--- config.mk ---
export PLATFORM = sky130hd
export DESIGN_NAME = skew_ram_loader
export DESIGN_NICKNAME = d
export VERILOG_FILES = /design/src/rtl/skew_ram_loader_pkg.sv /design/src/rtl/skew_ram_loader_slot_counter.sv /design/src/rtl/skew_ram_loader.sv
export SDC_FILE = /design/constraint.sdc
export NUM_CORES = 1
export LEC_CHECK = 0
export ABC_AREA = 1
export CORE_ASPECT_RATIO = 1.75
export CORE_MARGIN = 1.5
export CORE_UTILIZATION = 51
export CTS_BUF_LIST = sky130_fd_sc_hd__clkbuf_4 sky130_fd_sc_hd__clkbuf_8
export DETAILED_ROUTE_END_ITERATION = 16
export PLACE_DENSITY = 0.88
export SLEW_MARGIN = 20
export SYNTH_ARGS = -nofsm -noshare
export SYNTH_HDL_FRONTEND = slang
export SYNTH_HIERARCHICAL = 1
export SYNTH_SLANG_ARGS = --single-unit
export TNS_END_PERCENT = 1
--- constraint.sdc ---
create_clock -name clk -period 3.7 [get_ports clk]
set_input_delay 0.74 -clock clk [delete_from_list [all_inputs] [get_ports clk]]
set_output_delay 0.74 -clock clk [all_outputs]
set_load 0.02 [all_outputs]
--- src/rtl/skew_ram_loader_pkg.sv ---
// Shared constants for the systolic operand RAM path:
// matrix geometry, bank geometry and loader FSM encoding.
package skew_ram_loader_pkg;

   localparam int N  = 4;
   localparam int K  = 4;
   localparam int L  = 16;
   localparam int AW = 4;
   localparam int DW = 16;

   localparam int RW = (N > 1) ? $clog2(N) : 1;

   localparam logic [1:0] S_IDLE = 2'd0;
   localparam logic [1:0] S_LOAD = 2'd1;
   localparam logic [1:0] S_DONE = 2'd2;

endpackage

--- src/rtl/skew_ram_loader_slot_counter.sv ---
// Bank/address slot walker, bank-major and address-minor,
// flagging skewed data slots and the final slot of a load.
module skew_slot_counter
   import skew_ram_loader_pkg::*;
(
   input  logic          clk,
   input  logic          rst,
   input  logic          clr_i,
   input  logic          adv_i,
   output logic [RW-1:0] r_o,
   output logic [AW-1:0] a_o,
   output logic          is_data_o,
   output logic          last_o
);

   localparam int CW = AW + 2;

   logic [RW-1:0] r_q, r_d;
   logic [AW-1:0] a_q, a_d;
   logic [CW-1:0] a_w, lo_w, hi_w;

   always_comb begin
      r_d = r_q;
      a_d = a_q;
      if (clr_i) begin
         r_d = '0;
         a_d = '0;
      end else if (adv_i) begin
         if (last_o) begin
            r_d = '0;
            a_d = '0;
         end else if (a_q == AW'(L - 1)) begin
            r_d = r_q + 1'b1;
            a_d = '0;
         end else begin
            a_d = a_q + 1'b1;
         end
      end
   end

   always_ff @(posedge clk) begin
      if (rst) begin
         r_q <= '0;
         a_q <= '0;
      end else begin
         r_q <= r_d;
         a_q <= a_d;
      end
   end

   // Bank r holds its row in addresses r .. r+K-1.
   assign a_w  = CW'(a_q);
   assign lo_w = CW'(r_q);
   assign hi_w = CW'(r_q) + CW'(K);

   assign is_data_o = (a_w >= lo_w) && (a_w < hi_w);
   assign last_o    = (r_q == RW'(N - 1)) && (a_q == AW'(L - 1));
   assign r_o       = r_q;
   assign a_o       = a_q;

endmodule

--- src/rtl/skew_ram_loader.sv ---
// Streams a row-major N x K matrix into N skewed operand RAM banks,
// zero-padding every slot outside each bank's row window.
module skew_ram_loader
   import skew_ram_loader_pkg::*;
(
   input  logic          clk,
   input  logic          rst,
   input  logic          start,
   input  logic          in_valid,
   input  logic [DW-1:0] in_data,
   output logic          in_ready,
   output logic          busy,
   output logic          done,
   output logic [N-1:0]  ram_en,
   output logic [N-1:0]  ram_we,
   output logic [AW-1:0] ram_addr,
   output logic [DW-1:0] ram_di
);

   logic [1:0]    state_q, state_d;
   logic          last_q, last_d;
   logic [N-1:0]  en_q, en_d;
   logic [AW-1:0] addr_q, addr_d;
   logic [DW-1:0] di_q, di_d;

   logic [RW-1:0] slot_r;
   logic [AW-1:0] slot_a;
   logic          is_data, is_last;
   logic          walking, issue;

   skew_slot_counter u_slot (
      .clk       (clk),
      .rst       (rst),
      .clr_i     (state_q != S_LOAD),
      .adv_i     (issue),
      .r_o       (slot_r),
      .a_o       (slot_a),
      .is_data_o (is_data),
      .last_o    (is_last)
   );

   // last_q marks the drain cycle where the final strobe is on the port.
   assign walking  = (state_q == S_LOAD) && !last_q;
   assign in_ready = walking && is_data;
   assign issue    = walking && (!is_data || in_valid);

   always_comb begin
      state_d = state_q;
      last_d  = last_q;
      en_d    = '0;
      addr_d  = addr_q;
      di_d    = di_q;
      unique case (state_q)
         S_IDLE: begin
            last_d = 1'b0;
            if (start) state_d = S_LOAD;
         end
         S_LOAD: begin
            if (last_q) begin
               state_d = S_DONE;
            end else if (issue) begin
               en_d   = N'(1) << slot_r;
               addr_d = slot_a;
               di_d   = is_data ? in_data : '0;
               last_d = is_last;
            end
         end
         S_DONE: begin
            state_d = S_IDLE;
            last_d  = 1'b0;
         end
         default: begin
            state_d = S_IDLE;
            last_d  = 1'b0;
         end
      endcase
   end

   always_ff @(posedge clk) begin
      if (rst) begin
         state_q <= S_IDLE;
         last_q  <= 1'b0;
         en_q    <= '0;
         addr_q  <= '0;
         di_q    <= '0;
      end else begin
         state_q <= state_d;
         last_q  <= last_d;
         en_q    <= en_d;
         addr_q  <= addr_d;
         di_q    <= di_d;
      end
   end

   assign busy     = (state_q == S_LOAD);
   assign done     = (state_q == S_DONE);
   assign ram_en   = en_q;
   assign ram_we   = en_q;
   assign ram_addr = addr_q;
   assign ram_di   = di_q;

endmodule

* Word-level counts from Yosys, hierarchy flattened
Index checks and enable logic that the tools add are counted.
W data, S select, Z words.
** Storage, ports and cells
- Output and inout port bits :: 31
- Input bits :: 20
- Logic and storage cells :: 49
- Bits in registers :: 33
** Cells by class
- Muxes and demuxes :: 10
- Order comparisons :: 2
- Equality and inequality tests :: 7
- Shift-type cells :: 1
- $add $sub $neg :: 3
- Reductions and logical operators :: 16
- Bitwise operators :: 3
** Operators by type and width (count)
- $mux W16 :: 1
- $mux W2 :: 4
- $mux W4 :: 2
- $lt A4 B6 Y1 :: 1
- $logic_and A1 B1 Y1 :: 5
- $add A2 B3 Y4 const B :: 1
- $add A4 B1 Y4 const B :: 1
- $eq A2 B2 Y1 const B :: 2
- $eq A4 B4 Y1 const B :: 1
- $ge A4 B2 Y1 :: 1
- $ne A2 B1 Y1 const B :: 2
- $pmux W2 S2 :: 1
- $reduce_and A2 Y1 :: 2
- $reduce_or A2 Y1 :: 2
- $reduce_or A4 Y1 :: 1
- $shl A1 B2 Y4 const A :: 1
- $not A1 Y1 :: 3
- $reduce_and A3 Y1 :: 1
- $add A2 B1 Y2 const B :: 1
- $eq A2 B1 Y1 const B :: 1
- $logic_not A1 Y1 :: 2
- $logic_not A2 Y1 :: 1
- $mux W1 :: 2
- $ne A2 B2 Y1 const B :: 1
- other kinds (2) :: 2

* Logic depth before layout (Yosys ltp)
- Word-level depth :: 8
- Gate-level depth with buffers :: 16
- Mapped depth without buffers :: 15

* Cells and area by module
The synthesis kept the hierarchy.
** Modules (own cells, without submodules)
- skew_ram_loader :: seq. area each 540.5 µm², area each 1168.6 µm², times used 1, cells an instance 160
- skew_slot_counter :: seq. area each 120.1 µm², area each 374.1 µm², times used 1, cells an instance 54

* Least setup slack after synthesis
No wires, ideal clock.
- Path type :: register to output
- Start :: register u_slot.r_q[1] (netlist: u_slot/r_o[1])
- End :: output in_ready
- Required time :: 2.960 ns
- Stages on the path, launching flop included :: 11
- Path buffers :: 2
- Slack :: 1.277 ns
- Data arrival time :: 1.683 ns
- Path through :: dfxtp_1 > inv_1 > ha_1 > inv_1 > o21bai_1 > nor2_1 > nor2_1 > buf_4 > buf_2 > inv_1 > nor2_1
** Between the ends
- Longest elaborated chain between the ends :: 4
- Elaborated cells on any way between the ends :: 5
- Those cells by class :: add/sub: 1; order compare: 2; reduce/logical: 2
** RTL lines
- start, declared :: RTL line skew_ram_loader_slot_counter.sv:18 : logic [RW-1:0] r_q, r_d;
- start signal, assigned :: RTL line skew_ram_loader_slot_counter.sv:46 : r_q <= r_d;
- $add A2 B3 Y4 :: RTL line skew_ram_loader_slot_counter.sv:54 : assign hi_w = CW'(r_q) + CW'(K);
- $lt A4 B6 Y1 :: RTL line skew_ram_loader_slot_counter.sv:56 : assign is_data_o = (a_w >= lo_w) && (a_w < hi_w);
- $logic_and A1 B1 Y1 * :: RTL line skew_ram_loader_slot_counter.sv:56
- named net is_data :: RTL line skew_ram_loader.sv:28 : logic is_data, is_last;
- $logic_and A1 B1 Y1 * :: RTL line skew_ram_loader.sv:44 : assign in_ready = walking && is_data;
- end, declared :: RTL line skew_ram_loader.sv:11 : output logic in_ready,
Mark *: on every way through the listed nets, which the timed path passes. The rest lies on a longest branch.

* Worst setup path after layout
Same ends and word-level chain as after synthesis.

==> impl_metrics.yaml <==
run_status:
  status: "complete, but fails checks"
  violations: "DRC"
sta:
  relSlewSlack_pct: 75.0
  period_needed_ns: 3.15
  fmax_mhz: 318
  tightest_slew_ns: 0.375
  finalMaxSlewViolations: 0
  setup_violations: 0
  setup_ws_ns: 0.553
  finalHoldViolCount: 0
  fin_crit_sh_pct: 85.1
  finClkSkew_ns: 0.00299
  tns_ns: 0
  grt_setup_unrepaired: "false"
die:
  ios: 51
  rows: 26
  die_h_um: 75.8
  die_area_um2: 3380
  die_w_um: 44.6
  core_area_um2: 2900
  start_util_pct: 53.3
setup_path:
  r2r_end: "u_slot/r_o[1]$_SDFFE_PP0P_"
  reg2regPathDepth: 16
  r2r_start: "u_slot/r_o[1]$_SDFFE_PP0P_"
  crit_type: "reg -> out"
  start_kind: "flip-flop"
  cp_cell_sequence: "inv_1 > ha_1 > inv_1 > o21bai_1 > nor2_1 > nor2_1 > buf_4 > inv_1 > nor2_1 > clkdlybuf4s50_1"
  slowest_stage: "clkdlybuf4s50_1"
  critPathTopFamily: "buffers and inverters"
  critPathRequiredTime_ns: 2.96
  path_buf_inv: 5
  regToRegSetupSlack_ns: 1.11
  crit_fanout: 18
  crit_path_end_kind: "output pin"
  cp_data_arrival_time_ns: 2.41
  slowest_delay_ns: 0.61
min_path:
  holdPathEnd: "ram_di[0]$_SDFFE_PP0P_"
  hold_path_class: "reg -> reg"
  holdPathStages: 2
  worstHoldStart: "ram_di[0]$_SDFFE_PP0P_"
route:
  antenna_left: 0
  wl_per_cell_um: 12.1
  avgViaCountPerCell: 5.15
  drt_pass1_iterations: 10
  drt-initial-drc-count: 67
  drt-total-wl_um: 3510
  via_count: 1488
  drc: 3
clocking:
  cts_sinks: 33
  cts_buffers: 5
  cts_setup_buffers: 0
  hold_buffers: 0
  clockRootBuffer: "clkbuf_8"
  path_clk_slew_ns: 0.06
  clk_latency_ns: 0.28
  tritoncts: "built"
  cts_max_level: 2
  clockBufferDepth: 2
  post_cts_resize_count: 0
layout:
  fin_nets: 285
  area_growth_pct: 36.3
  n_antenna_cell: 0
  drive_gt1_share_pct: 9.58
  final_common_cell: "clkdlybuf4s50_1"
  layout_common_cells: "50 x clkdlybuf4s50_1, 47 x nand2_1, 33 x dfxtp_1"
logic_synthesis:
  synth_top_area_cell: "dfxtp_1"
  yosysWarnings: 6
  ys_ff_latch: 33
  syn_area_um2: 1540
  syn_inst: 214
  ys_seq_area_share_pct: 42.8
  ys_types: 21
  synth_top_area_share_pct: 42.8
  syn-num-nets: 238
  avgSynthCellArea_um2: 7.21
  synthTopCellsByArea: "dfxtp_1 43%, nand2_1 11%, inv_1 7.1%"
placed_design:
  dp_slack_ns: 0.873
  place.gp.congestion: 0.780
  dpl.hpwl_um: 2570
  port-buffer-count: 50
global_route:
  grt_max_degree: 23
  grt_pass1_wl_um: 5700
  track_usage_pct: 23.1
  grt_pass1_vias: 1376
  gr-total-overflow: 0
  antenna_found_initial: 0
pwr:
  power_density_nw_per_um2: 365
  ir_worst_vdd_mv: 0.329
  p_leak_nw: 0.898
flow_run:
  cap_violations: 0
==> report_power, final <==
group | switching, W | internal, W
Combinational | 0.0000617 | 0.0000549
Sequential | 0.00000671 | 0.000367
Clock | 0.000122 | 0.000155
Total | 0.000191 | 0.000576
==> stage by stage <==
| stage | utilization [%] | hold WS, ns | cell area (um^2) | cells | power, W |
|---|---|---|---|---|---|
| 2_1_floorplan | - | 0.467 | 1540 | 214 | 0.000445 |
| 3_5_place_dp | 69.5 | 0.455 | 2010 | 282 | 0.000497 |
| 4_1_cts | 72.6 | 0.464 | 2100 | 289 | 0.000771 |
| 6_report | 72.6 | 0.464 | 2100 | 289 | 0.000767 |
| 5_1_grt | 72.6 | 0.482 | 2100 | 289 | 0.000792 |
| 3_3_place_gp | 69.5 | 0.451 | 2010 | 282 | 0.000494 |
==> state kept, by name, summed over array words and instances, names as in the netlist <==
| name | flops |
|---|---|
| u_slot/r_o | 2 |
| ram_en | 4 |
| state_q | 2 |
| ram_addr | 4 |
| last_q | 1 |
| u_slot/a_o | 4 |
| ram_di | 16 |
==> worst max path at each step <==
stage                                     startpoint        to  slack, ns  depth (start not counted)
after global placement    u_slot/r_o[1]$_SDFFE_PP0P_  in_ready       0.93                         10
final                     u_slot/r_o[1]$_SDFFE_PP0P_  in_ready       0.55                         10
after floorplan           u_slot/r_o[1]$_SDFFE_PP0P_  in_ready       1.28                         10
after CTS                 u_slot/r_o[1]$_SDFFE_PP0P_  in_ready       0.56                         10
after detailed placement  u_slot/r_o[1]$_SDFFE_PP0P_  in_ready       0.87                         10
after global routing      u_slot/r_o[1]$_SDFFE_PP0P_  in_ready       0.45                         10
==> worst min-delay path: cells and delay by family, from the launching register on <==
kind            cells  cell delay [ns]
compound gates      1             0.05
flops               1             0.31
simple gates        1             0.06
==> cell families (layout without fill, tap and decap cells) <==
| group | Yosys count | in the layout | share of synthesized area, % |
|---|---|---|---|
| AND/OR/NAND/NOR | 103 | 103 | 31.0 |
| AO/OA/AOI/OAI | 29 | 29 | 9.65 |
| flip-flops | 33 | 33 | 42.8 |
| adder cells (fa/ha/maj) | 4 | 4 | 3.24 |
| buffers and inverters | 45 | 92 | 13.3 |
==> cells in the mapped netlist <==
master     n
a21oi_1   19
buf_2      2
buf_4      7
buf_6      1
clkbuf_1   2
dfxtp_1   33
ha_1       4
inv_1     29
inv_2      4
nand2_1   47
nand2_2    4
nand2_4    1
nand3_1   20
nand3_4    1
nor2_1    24
nor2_2     2
nor2_4     4
o21ai_0    6
o21ai_1    2
o21bai_1   1
o22ai_1    1
==> layout make-up <==
| type | instances | area (um^2) |
|---|---|---|
| clock buffer | 7 | 90.1 |
| fill | 220 | 793 |
| inverter | 33 | 124 |
| multi-input combinational | 136 | 677 |
| sequential | 33 | 661 |
| tap | 28 | 35.0 |
| timing repair buffer | 52 | 515 |
==> routing by layer <==
layer | track usage [%] | wire length (um) | up-vias
met3 | 7.58 | 214 | 9
li1 | - | - | 748
met2 | 42.5 | 1940 | 45
met5 | 0 | 0 | -
met4 | 12.5 | 101 | 0
met1 | 21.5 | 1260 | 686
No activity file was read; power rests on OpenSTA's default activity.
==> RTL change 1: new RTL, same flow settings <==
Make the reset (`rst`) asynchronous in 2 clocked blocks.
--- a/src/rtl/skew_ram_loader_slot_counter.sv
+++ b/src/rtl/skew_ram_loader_slot_counter.sv
@@ -39,5 +39,5 @@
    end
 
-   always_ff @(posedge clk) begin
+   always_ff @(posedge clk or posedge rst) begin
       if (rst) begin
          r_q <= '0;
--- a/src/rtl/skew_ram_loader.sv
+++ b/src/rtl/skew_ram_loader.sv
@@ -77,5 +77,5 @@
    end
 
-   always_ff @(posedge clk) begin
+   always_ff @(posedge clk or posedge rst) begin
       if (rst) begin
          state_q <= S_IDLE;
Check against the original RTL: differs if rst is asserted again (counterexample within 4 cycles, from zero or initial values and one cycle with rst high); with rst held inactive, the same outputs for 10 cycles.
==> RTL change 1 against the unedited design <==
Die area up 8.4%. Global-route usage down 0.20 points. Core utilization down 1.0 points. Design area up 7.0%. Non-clock buffer count unchanged. Worst hold slack better by 5.9 ps. Routed wire length up 2.5%. Area after synthesis up 8.9%. Sequential cell count unchanged. Maximum frequency down 0.13%. Setup slack worse by 4.2 ps. Highest routed layer unchanged.
Power is not compared: it rests on default switching activity, and its combinational part moved more than twofold at a synthesized area within 25%.
==> RTL change 1: results (changes against the unedited design) <==
| Metric | Value |
|---|---|
| Resized Gates After CTS | `0 (unchanged)` |
| Syn_area_per_cell | `7.85 um^2 (was 7.21 um^2)` |
| Skew final | `7.76 ps (was 2.99 ps)` |
| Longest Clk Path Bufs | `2 (unchanged)` |
| Inserted Diodes | `0 (unchanged)` |
| CTS Buf Count | `5 (unchanged)` |
| Detailed Route Iter0 Violations | `39 (was 67)` |
| Maximum vdd drop | `0.000426 V` |
| Synth cell count leaders | `nand2_1, dfrtp_1, inv_1 (was nand2_1, dfxtp_1, inv_1)` |
| Rel. slew slack | `35.8% (was 75.0%)` |
| YS warnings | `6 (unchanged)` |
| CP peak stage delay | `roughly 600 ps` |
| RD Place Congestion | `0.861 (was 0.780)` |
| Syn Nets | `238 (unchanged)` |
| Synth top area cells | `dfrtp_1, nand2_1, nand3_1, inv_1, ha_1 (was dfxtp_1, nand2_1, inv_1, nand3_1, a21oi_1)` |
| Yosys cell types | `21 (unchanged)` |
| Global-route usage over all layers | `22.8% (was 23.1%)` |
| Worst Hold Class | `reg -> reg (unchanged)` |
| Vias | `1458 (was 1488)` |
| Fraction of registers with async set or reset after synthesis | `100% (was 0%)` |
| Run status | `complete, no violations (was finished, violations left)` |
| Post-route DRC | `0 (was 3)` |
| Ys flop type | `dfrtp_1 (was dfxtp_1)` |
| Sequential cell area fraction in the yosys report | `49.1% (was 42.8%)` |
| Port buffer count | `50 (unchanged)` |
| Final HPWL DP | `2580 um (was 2570 um)` |
| # Post-CTS Setup Buffers | `0 (unchanged)` |
| Vias per cell | `4.78 (was 5.15)` |
| Clock Latency Late Sink | `290 ps` |
| Share of cells above drive strength 1 | `9.16% (was 9.58%)` |
| Max-slew violation count | `0 (unchanged)` |
| Data arrival time of the worst path | `2410 ps (about the same)` |
| Largest net degree at the start of global routing | `28 (was 23)` |
| Max reg flops | `16 (unchanged)` |
| H-tree levels | `2 (unchanged)` |
| Root Buffer | `clkbuf_8 (unchanged)` |
| Largest fanout on the critical path | `18 (unchanged)` |
| Vias in the first global route | `1401 (was 1376)` |
| Initial antenna violation count | `0 (unchanged)` |
| Setup slack, reg-to-reg | `1030 ps (was 1110 ps)` |
| Total iterations of the first detailed-routing run | `4 (was 10)` |
| CP max-delay cell | `clkdlybuf4s50_1 (unchanged)` |
| P_leak | `~1.2 nW` |
| Placed cells | `297 (was 282)` |
| Nets | `285 (unchanged)` |
| Reg clk slew, reported paths | `70 ps` |
| Routed WL | `3600 um (was 3510 um)` |
| First-pass GRT wire length | `6000 um (was 5700 um)` |
| Delay-heaviest family, CP | `buffers and inverters (unchanged)` |
RTL change 1: cell families after synthesis:
kind of cell / share of synthesized area [%]
AOI/OAI and AO/OA: 2.16
DFF: 49.1
buffers and inverters: 13.5
adders and majority gates: 2.98
and+or+nand+nor: 32.2
RTL change 1: path summary, 6_finish.rpt:
kind	cells after the start	to	startpoint
worst max-delay path	10	in_ready	u_slot/r_o[1]
worst min-delay path	2	ram_di[10]	ram_di[10]
worst max register to register	13	u_slot/a_o[1]	u_slot/r_o[1]
worst min register to register	2	ram_di[10]	ram_di[10]
max in group asynchronous	2	ram_di[6]	rst
min in group asynchronous	2	u_slot/a_o[2]	rst
RTL change 1: routing by layer:
layer / part of all wire [%] / global-route usage, % / vias up
met3: 4.3 / 5.00 / 5
met2: 57 / 39.2 / 40
met1: 37 / 24.6 / 678
met4: 2.3 / 12.0 / 0
li1: - / - / 735
met5: 0 / 0 / -
RTL change 1: cell type report:
cell class	count	area (um^2)
Fill cell	261	893
Sequential cell	33	826
Multi-Input combinational cell	132	628
Timing Repair Buffer	52	515
Inverter	37	139
Clock buffer	6	76.3
Tap cell	43	53.8
Clock inverter	2	10.0
RTL change 1: where the power goes:
| group | internal [W] | switching [W] | total (W) |
|---|---|---|---|
| sequential | 0.000483 | 0.0000858 | 0.000569 |
| clock | 0.000137 | 0.000130 | 0.000268 |
| combinational | 0.000361 | 0.000482 | 0.000843 |
RTL change 1: worst min-delay path, delay by kind of cell (launching register included):
family	cells	cell delay, ps
flops	1	340
simple gates	2	100
RTL change 1: per-stage QoR:
step                      hold slack, ps  worst slack (ps)  area (um^2)  utilization, %
after floorplan                      524              1230         1680               -
after global placement               452               911         2160            68.8
after detailed placement             458               850         2160            68.8
after CTS                            473               527         2250            71.6
after global routing                 498               341         2250            71.6
final                                470               549         2250            71.6
==> RTL change 2: new RTL, same flow settings <==
Without the edit above. Change the package constant `AW` from 4 to 6.
--- a/src/rtl/skew_ram_loader_pkg.sv
+++ b/src/rtl/skew_ram_loader_pkg.sv
@@ -6,5 +6,5 @@
    localparam int K  = 4;
    localparam int L  = 16;
-   localparam int AW = 4;
+   localparam int AW = 6;
    localparam int DW = 16;
 
Interface: changed (resized ram_addr); port bits go from 51 to 53. The function was not compared with the original's and may differ.
==> RTL change 2 against the unedited design <==
Critical path depth rose by 1. Core utilization grew 0.58 points. Worst hold slack worse by 3.6 ps. Sequential cell count is 4 higher. Area after synthesis up 12%. First-iteration DRC count is 45% lower. Power grew 19%. Design area rose by 12%. Synthesized cell count is 14% higher. Via count is 11% higher. Setup slack better by 13 ps. Routed wire length is 6.1% higher. Critical path type unchanged. Critical endpoint unchanged. Largest cell class unchanged. Largest power group unchanged.
==> RTL change 2: results (changes against the unedited design) <==
| Metric | Value |
|---|---|
| Detailed Route Iter0 Violations | `37 (was 67)` |
| Synth top area share | `42.7% (was 42.8%)` |
| P_leak | `0.979 nW (was 0.898 nW)` |
| # Post-CTS Setup Buffers | `0 (unchanged)` |
| Routed length per instance | `11.1 um (was 12.1 um)` |
| Number of flops mapped to enable cells by yosys | `0 (unchanged)` |
| Placed cells | `327 (was 282)` |
| Share of cells above drive strength 1 | `8.56% (was 9.58%)` |
| Synth cell count leaders | `nand2_1, dfxtp_1, nor2_1 (was nand2_1, dfxtp_1, inv_1)` |
| Routed WL | `3720 um (was 3510 um)` |
| Syn Nets | `267 (was 238)` |
| Fraction of registers with async set or reset after synthesis | `0% (unchanged)` |
| Run status | `complete, no violations (was finished, violations left)` |
| Clock Latency Late Sink | `300 ps (was 280 ps)` |
| HP Start | `ram_di[10] (was ram_di[0])` |
| Skew final | `11.8 ps (was 2.99 ps)` |
| Yosys cell types | `24 (was 21)` |
| Total iterations of the first detailed-routing run | `4 (was 10)` |
| Sequential cell area fraction in the yosys report | `42.7% (was 42.8%)` |
| Syn_area_per_cell | `7.13 um^2 (was 7.21 um^2)` |
| Synth top area cells | `dfxtp_1, nand2_1, nor2_1, nand3_1, inv_1 (was dfxtp_1, nand2_1, inv_1, nand3_1, a21oi_1)` |
| Final HPWL DP | `2650 um (was 2570 um)` |
| RD Place Congestion | `0.869 (was 0.780)` |
| Maximum vdd drop | `0.000475 V (was 0.000329 V)` |
| Port buffer count | `52 (was 50)` |
| DP Worst Slack | `908 ps (was 873 ps)` |
| Vias in the first global route | `1541 (was 1376)` |
| Largest net degree at the start of global routing | `25 (was 23)` |
| Switching share of power | `23.6% (was 24.9%)` |
| YS warnings | `6 (unchanged)` |
| First-pass GRT wire length | `6300 um (was 5700 um)` |
| Vias | `1659 (was 1488)` |
| DP Area | `0.00223 mm^2 (was 0.00201 mm^2)` |
| Global-route usage over all layers | `23.1% (about the same)` |
| CP max-delay cell | `clkdlybuf4s50_1 (unchanged)` |
| Data arrival time of the worst path | `2390 ps (was 2410 ps)` |
| Rel. slew slack | `76.2% (was 75.0%)` |
| Nets | `315 (was 285)` |
RTL change 2: cell types whose count changed after synthesis, sizes merged, moves of 2 or more:
| cell | delta |
|---|---|
| buf | +3 |
| clkbuf | -2 |
| dfxtp | +4 |
| inv | +2 |
| nand2 | +3 |
| nand3 | +4 |
| nor2 | +9 |
RTL change 2: final cells by class:
cell class                      instances  area [um^2]
Sequential cell                        37          741
Timing Repair Buffer                   54          536
Tap cell                               43         53.8
Multi-Input combinational cell        157          763
Clock buffer                            7         90.1
Clock inverter                          1         30.0
Inverter                               36          135
Fill cell                             258          861
RTL change 2: kinds of logic after synthesis:
logic type,count (synthesis),share of synthesized area [%]
and+or+nand+nor,122,32.0
buffers and inverters,49,13.2
DFF,37,42.7
AOI/OAI and AO/OA,31,9.17
adders and majority gates,4,2.89
RTL change 2: power by group through the flow:
stage / registers, W / clock network, W / logic (W)
2_1_floorplan: 0.000441 / 0 / 0.0000574
3_3_place_gp: 0.000427 / 0 / 0.000122
5_1_grt: 0.000419 / 0.000390 / 0.000137
6_report: 0.000418 / 0.000370 / 0.000123
3_5_place_dp: 0.000427 / 0 / 0.000124
4_1_cts: 0.000418 / 0.000373 / 0.000124
RTL change 2: path summary, 6_finish.rpt:
path | endpoint | slack (ps) | depth (start not counted)
setup / recovery | in_ready | 570 | 11
setup reg to reg | u_slot/a_o[5] | 990 | 16
hold reg to reg | ram_di[10] | 460 | 2
hold / removal | ram_di[10] | 460 | 2
RTL change 2: metal layers:
metal / up-vias / global-route usage [%] / part of all wire (%)
met1: 754 / 21.9 / 37
met5: - / 0 / 0
met4: 0 / 10.6 / 2.2
met3: 8 / 5.84 / 4.6
met2: 49 / 42.7 / 56
li1: 848 / - / -
